File: config.mk
export PLATFORM = sky130hd
export DESIGN_NAME = mem_bus_arbiter
export DESIGN_NICKNAME = d
export VERILOG_FILES = /design/src/rtl/mem_bus_arbiter.sv
export SDC_FILE = /design/constraint.sdc
export NUM_CORES = 1
export LEC_CHECK = 0
export BUFFER_PORTS_ARGS = -buffer_cell sky130_fd_sc_hd__buf_2
export CORE_MARGIN = 10
export CORE_UTILIZATION = 53
export CTS_BUF_LIST = sky130_fd_sc_hd__clkbuf_4 sky130_fd_sc_hd__clkbuf_8
export DETAILED_ROUTE_END_ITERATION = 8
export PLACE_DENSITY = 0.9
export SYNTH_ARGS = -nofsm -noshare
export SYNTH_HDL_FRONTEND = slang
export SYNTH_SLANG_ARGS = --single-unit
export TNS_END_PERCENT = 50
File: constraint.sdc
create_clock -name clk -period 4.6 [get_ports clk]
set_clock_uncertainty 0.1 [all_clocks]
set_input_delay 0.69 -clock clk [delete_from_list [all_inputs] [get_ports clk]]
set_output_delay 0.69 -clock clk [all_outputs]
set_load 0.01 [all_outputs]
File: src/rtl/mem_bus_arbiter.sv
// MiniMIPS32 external memory port arbiter: shares one req/ack bus
// between instruction fetch and the MEM stage, with watchdog abort.
`timescale 1ns/1ps
module mem_bus_arbiter #(
  parameter int unsigned TIMEOUT = 255,
  parameter int unsigned CW      = 8
) (
  input  logic        clk,
  input  logic        rst,
  input  logic        if_req,
  input  logic [31:0] if_addr,
  output logic        if_ack,
  output logic [31:0] if_rdata,
  input  logic        dm_ce,
  input  logic        dm_we,
  input  logic [3:0]  dm_sel,
  input  logic [31:0] dm_addr,
  input  logic [31:0] dm_wdata,
  output logic        dm_ack,
  output logic [31:0] dm_rdata,
  input  logic        dm_exc,
  input  logic        flush,
  output logic        stall_req,
  output logic        bus_err,
  output logic        bus_req,
  output logic        bus_we,
  output logic [3:0]  bus_sel,
  output logic [31:0] bus_addr,
  output logic [31:0] bus_wdata,
  input  logic        bus_ack,
  input  logic [31:0] bus_rdata
);

  typedef enum logic [1:0] {
    IDLE, DATA, INST, DONE
  } state_e;

  localparam logic [CW-1:0] TMO = CW'(TIMEOUT);

  state_e        state_q, state_d;
  logic          req_q, req_d;
  logic          we_q, we_d;
  logic [3:0]    sel_q, sel_d;
  logic [31:0]   addr_q, addr_d;
  logic [31:0]   wdata_q, wdata_d;
  logic          if_ack_q, if_ack_d;
  logic          dm_ack_q, dm_ack_d;
  logic [31:0]   if_rdata_q, if_rdata_d;
  logic [31:0]   dm_rdata_q, dm_rdata_d;
  logic          stall_q, stall_d;
  logic          err_q, err_d;
  logic [CW-1:0] cnt_q, cnt_d;
  logic          drop_q, drop_d;

  logic tmo;
  logic drop_now;
  logic [31:0] rd;

  always_comb begin
    state_d    = state_q;
    req_d      = req_q;
    we_d       = we_q;
    sel_d      = sel_q;
    addr_d     = addr_q;
    wdata_d    = wdata_q;
    if_rdata_d = if_rdata_q;
    dm_rdata_d = dm_rdata_q;
    cnt_d      = cnt_q;
    drop_d     = drop_q;
    if_ack_d   = 1'b0;
    dm_ack_d   = 1'b0;
    err_d      = 1'b0;
    tmo        = (TIMEOUT != 0) && (cnt_q == TMO);
    drop_now   = drop_q || ((state_q == INST) && flush);
    rd         = bus_ack ? bus_rdata : 32'h0;

    unique case (state_q)
      IDLE: begin
        cnt_d  = '0;
        drop_d = 1'b0;
        if (dm_ce && !dm_exc) begin
          we_d    = dm_we;
          sel_d   = dm_sel;
          addr_d  = dm_addr;
          wdata_d = dm_wdata;
          req_d   = 1'b1;
          state_d = DATA;
        end else if (if_req) begin
          we_d    = 1'b0;
          sel_d   = 4'b1111;
          addr_d  = if_addr;
          req_d   = 1'b1;
          state_d = INST;
        end
      end
      DATA, INST: begin
        drop_d = drop_now;
        // ack beats a coincident watchdog expiry
        if (bus_ack || tmo) begin
          req_d   = 1'b0;
          err_d   = !bus_ack;
          state_d = DONE;
          if (state_q == DATA) begin
            dm_ack_d   = 1'b1;
            dm_rdata_d = rd;
          end else if (!drop_now) begin
            if_ack_d   = 1'b1;
            if_rdata_d = rd;
          end
        end else begin
          cnt_d = cnt_q + 1'b1;
        end
      end
      DONE: begin
        drop_d  = 1'b0;
        state_d = IDLE;
      end
      default: state_d = IDLE;
    endcase

    // data stall spans grant through the dm_ack cycle
    stall_d = (state_d == DATA) || dm_ack_d ||
              (dm_ce && !dm_exc && !dm_ack_q && !dm_ack_d) ||
              (if_req && !if_ack_q);
  end

  always_ff @(posedge clk or negedge rst) begin
    if (!rst) begin
      state_q    <= IDLE;
      req_q      <= 1'b0;
      we_q       <= 1'b0;
      sel_q      <= 4'b0000;
      addr_q     <= 32'h0;
      wdata_q    <= 32'h0;
      if_ack_q   <= 1'b0;
      dm_ack_q   <= 1'b0;
      if_rdata_q <= 32'h0;
      dm_rdata_q <= 32'h0;
      stall_q    <= 1'b0;
      err_q      <= 1'b0;
      cnt_q      <= '0;
      drop_q     <= 1'b0;
    end else begin
      state_q    <= state_d;
      req_q      <= req_d;
      we_q       <= we_d;
      sel_q      <= sel_d;
      addr_q     <= addr_d;
      wdata_q    <= wdata_d;
      if_ack_q   <= if_ack_d;
      dm_ack_q   <= dm_ack_d;
      if_rdata_q <= if_rdata_d;
      dm_rdata_q <= dm_rdata_d;
      stall_q    <= stall_d;
      err_q      <= err_d;
      cnt_q      <= cnt_d;
      drop_q     <= drop_d;
    end
  end

  assign bus_req   = req_q;
  assign bus_we    = we_q;
  assign bus_sel   = sel_q;
  assign bus_addr  = addr_q;
  assign bus_wdata = wdata_q;
  assign if_ack    = if_ack_q;
  assign dm_ack    = dm_ack_q;
  assign if_rdata  = if_rdata_q;
  assign dm_rdata  = dm_rdata_q;
  assign stall_req = stall_q;
  assign bus_err   = err_q;

endmodule

Yosys cells after proc, flatten, opt, wreduce, memory -nomap -nowiden
Index checks and enable logic that the tools add are counted.
{"block": "totals", "regBits": 149, "in_bits": 140, "out_inout_bits": 138}
{"block": "classes", "n_mux": 27, "bitwise": 2, "n_reduce_logical": 26, "eq_ne": 8, "add_sub_neg": 1}
{"op": "$mux 32", "count": 3}
{"op": "$pmux 8 s2", "count": 1}
{"op": "$mux 1", "count": 14}
{"op": "$add 8x1->8 const B", "count": 1}
{"op": "$eq 8x8->1 const B", "count": 1}
{"op": "$mux 4", "count": 2}
{"op": "$mux 8", "count": 1}
{"op": "$mux 2", "count": 3}
{"op": "$pmux 2 s3", "count": 1}
{"op": "$reduce_and 2->1", "count": 3}
{"op": "$reduce_and 3->1", "count": 2}
{"op": "$logic_and 1x1->1", "count": 5}
{"op": "$logic_not 1->1", "count": 5}
{"op": "$logic_or 1x1->1", "count": 5}
{"op": "$eq 2x1->1 const B", "count": 2}
{"op": "$eq 2x2->1 const B", "count": 2}
{"op": "$ne 2x2->1 const B", "count": 2}
{"op": "$pmux 1 s2", "count": 2}
{"op": "$reduce_and 4->1", "count": 1}
{"op": "$reduce_bool 2->1", "count": 2}
{"op": "$reduce_or 2->1", "count": 2}
{"op": "$ne 3x3->1 const B", "count": 1}
{"op": "$logic_not 2->1", "count": 1}
{"op": "$not 1->1", "count": 2}

Logic depth before layout (Yosys ltp)
{"block": "depth", "word_depth": 8, "depth_mapped": 7, "mapped_depth_nobuf": 6}

Worst setup path before layout
OpenSTA, ideal clock, no wires.
{"block": "synth_timing", "path_type": "input port to flip-flop", "start": "in dm_exc", "end": "reg addr_q[21] (netlist: bus_addr[21])", "path_slack_ns": 2.602, "t_arrival_ns": 1.768, "path_buffers": 3, "required_ns": 4.370, "cell_stages": 6, "path_cell_list": "nand2b_1 clkbuf_1 a21boi_1 buf_2 buf_2 a31oi_1"}
{"block": "synth_between", "elab_chain_len": 4, "word_cells_on_any_way": 5, "cone_classes": "mux: 1; reduce/logical: 4"}
{"element": "start: declaration", "line_no": "21", "source": "input logic dm_exc,"}
{"element": "$logic_not 1->1 *", "line_no": "81", "source": "if (dm_ce && !dm_exc) begin"}
{"element": "$logic_and 1x1->1 *", "line_no": "81"}
{"element": "$reduce_bool 2->1 (no source line)"}
{"element": "$reduce_and 2->1 (no source line)"}
{"element": "end signal: assignment", "line_no": "148", "source": "addr_q <= addr_d;"}
{"element": "end: declaration", "line_no": "44", "source": "logic [31:0] addr_q, addr_d;"}
Mark *: on every way between the ends. The rest lies on a longest branch, timed or not.
A chain may end at the register's enable or synchronous reset.

Worst setup path in the final report
{"block": "layout_timing", "start": "reg state_q[1]", "end": "reg if_rdata_q[31] (netlist: if_rdata[31])"}
{"block": "layout_between", "elab_chain_len": 5, "word_cells_on_any_way": 8, "cone_classes": "eq/ne: 2; bitwise: 2; reduce/logical: 4"}
{"element": "start: declaration", "line_no": "40", "source": "state_e state_q, state_d;"}
{"element": "start signal: assignment", "line_no": "144", "source": "state_q <= state_d;"}
{"element": "$eq 2x2->1", "line_no": "74, 77"}
{"element": "$logic_and 1x1->1", "line_no": "74", "source": "drop_now = drop_q || ((state_q == INST) && flush);"}
{"element": "$logic_or 1x1->1", "line_no": "74"}
{"element": "$not 1->1 (no source line)"}
{"element": "$reduce_and 4->1 (no source line) *"}
{"element": "end signal: assignment", "line_no": "152", "source": "if_rdata_q <= if_rdata_d;"}
{"element": "end: declaration", "line_no": "48", "source": "logic [31:0] if_rdata_q, if_rdata_d;"}
Marked as above.

==> metrics.cfg <==
[detailed_routing]
antenna_left=0
routed-via-count=5058
drt_first_pass_iters=4
route.detailed.drc=0
drt-vias-per-instance=5.22
wl_um=19000
wire_per_inst_um=19.6
drt_iter0_markers=259

[place]
place_area_um2=7990
numPortBuffers=277
dp_hpwl_um=14500
dp.cells=937
place.gp.congestion=0.810

[clock_network]
cts_buffer_depth=2
clkSinkCount=149
htree_num_levels=4
clk_latency_ns=0.44
cts_resized=0
cts_tree=done
holdBufCountCts=0
cts-root-buf=clkbuf_8
cts_buffers=17
clkTransAtPathRegs_ns=0.08
post_cts_buffers=0

[floorplan]
core_um2=12100
io_pins=278
initial_core_util_pct=54.3
die_area_um2=17200
row_count=40
die_y_um=131
die_x_um=131

[sta]
slew_headroom_pct=25.1
final.period_utilization_pct=60.0
maxSlewViolCount=0
fmax_ghz=0.362
hold_viol=0
timing.final.crit_period_ns=2.76
finalSetupTns_ns=0
worst_pin_slew_ns=1.12
finalSetupViolCount=0
rsz0062_at_grt=false

[setup_path]
setup.worst_path.start_class=flip-flop
r2r_start=state_q[1]$_DFF_PN0_
r2r_slack_ns=1.84
reg2regPathDepth=4
worstPathRequired_ns=4.83
r2r_end=if_rdata[31]$_DFFE_PN0P_
end_kind=flip-flop
cp_max_fo=33
cp.arrival_ns=2.99
crit_type=reg -> reg

[yosys]
syn_area_um2=6550
synth_edf_count=0
seq_area_frac_synth_pct=56.9
avgSynthCellArea_um2=12.7
yosysMostFrequentCell=dfrtp_1
syn_inst=517
ys_ff_latch=149
ys_warn_count=0
synth_common_cells=149 x dfrtp_1, 70 x nand2_1, 57 x mux2_4
synth_top_area_share_pct=56.9
ys_top_cells_by_area=dfrtp_1 57%, mux2_4 13%, mux2_2 6.7%
ys.flop_type=dfrtp_1
ys_async_sr_fraction_pct=100
synth_top_cell_by_area=dfrtp_1
synth_fp_nets=661
yosysUniqueCellTypes=46

[global_route]
grt.total_usage_pct=22.0
grt_pass1_wl_um=30400
grt-ovfl-total=0
grt_pass1_vias=5504
grt_antenna_before_repair=2
grt_max_degree=88

[final_layout]
layout.cells.non_filler=969
drive_gt1_share_pct=52.3
fin_util_pct=69.5
diodes=0
nets=932
area_growth_syn_to_layout_pct=27.9
fillers=856
final_area_um2=8380

[power_and_ir_drop]
p_seq_share_pct=40.1
ir_worst_vdd_mv=0.355
finalPower_uw=5720
cellInternalPower_uw=3650
combPwrFrac_pct=42.7
power_density_nw_per_um2=683
p_leak_uw=0.00428
clockPowerShare_pct=17.2
power.switching_uw=2070
swShare_pct=36.1

[status]
status=completed

[min_path]
hold_class=in -> async

[flow_run]
cap_violations=0

## metrics by stage
stage / hold slack, ns / setup WS, ns
final: 0.188 / 1.84
after global routing: 0.223 / 1.57
after CTS: 0.206 / 1.82
after detailed placement: 0.380 / 1.64
after global placement: 0.366 / 1.63
after floorplan: 0.294 / 2.60
## critical path, cell delays in order (launching register included)
cell and delay (ns):
dfrtp_1 0.42, inv_1 0.10, ha_1 0.52, and4b_2 1.06, mux2_2 0.42
## power by group through the flow
stage          sequential (uW)  clock (uW)  combinational, uW
5_1_grt                   2370        1070               2670
3_3_place_gp              2270           0               2400
4_1_cts                   2290        1010               2490
3_5_place_dp              2300           0               2480
6_report                  2290         983               2450
2_1_floorplan             2540           0               1270
## logic make-up after synthesis
logic type                 Yosys count  synth area share (%)
buffers and inverters               36                  3.69
AOI/OAI and AO/OA                   61                  6.38
adders and majority gates            4                 0.764
muxes                               97                  19.9
and+or+nand+nor                    167                  12.0
DFF                                149                  56.9
xor gates and xnor gates             3                 0.401
## final cells by class
class	count	area, um^2	share of cell area [%]
inverter	5	18.8	0.224
sequential	149	3730	44.5
multi-input combinational	332	2600	31.0
clock inverter	13	135	1.61
timing repair buffer	283	1440	17.2
tap	168	210	2.51
clock buffer	19	249	2.97
## how the worst max path moves through the flow
stage	from	slack (ns)	end
after floorplan	dm_exc	2.60	bus_addr[21]$_DFFE_PN0P_
after detailed placement	bus_ack	1.64	if_rdata[31]$_DFFE_PN0P_
after CTS	state_q[1]$_DFF_PN0_	1.82	if_rdata[31]$_DFFE_PN0P_
after global placement	bus_ack	1.63	if_rdata[31]$_DFFE_PN0P_
final	state_q[1]$_DFF_PN0_	1.84	if_rdata[31]$_DFFE_PN0P_
after global routing	state_q[1]$_DFF_PN0_	1.57	bus_addr[11]$_DFFE_PN0P_
## flip-flops by register name, indices dropped and copies added (netlist names), 2 cells and up
register   cells
cnt_q          8
bus_sel        4
dm_rdata      32
if_rdata      32
bus_addr      32
bus_wdata     32
state_q        2
## layer usage
metal | wire length [um] | up-vias | GRT usage [%]
met5 | 23 | - | 0
li1 | - | 2341 | -
met2 | 9210 | 245 | 35.7
met3 | 2180 | 30 | 10.9
met4 | 376 | 4 | 7.56
met1 | 7240 | 2438 | 24.5
## placed cells by master, fill, tap and decap left out, drive strengths merged, types with 5 or more instances in the layout
cell type | Yosys | layout
and2 | 32 | 32
dfrtp | 149 | 149
mux2 | 96 | 96
inv | 5 | 5
nand2 | 70 | 70
clkinv | 0 | 6
and3 | 5 | 5
buf | 15 | 283
nand3 | 5 | 5
a21oi | 5 | 5
clkbuf | 16 | 19
a31oi | 32 | 32
clkinvlp | 0 | 5
nor2 | 37 | 37
o21ai | 5 | 5
Power figures use the tool's default switching activity.
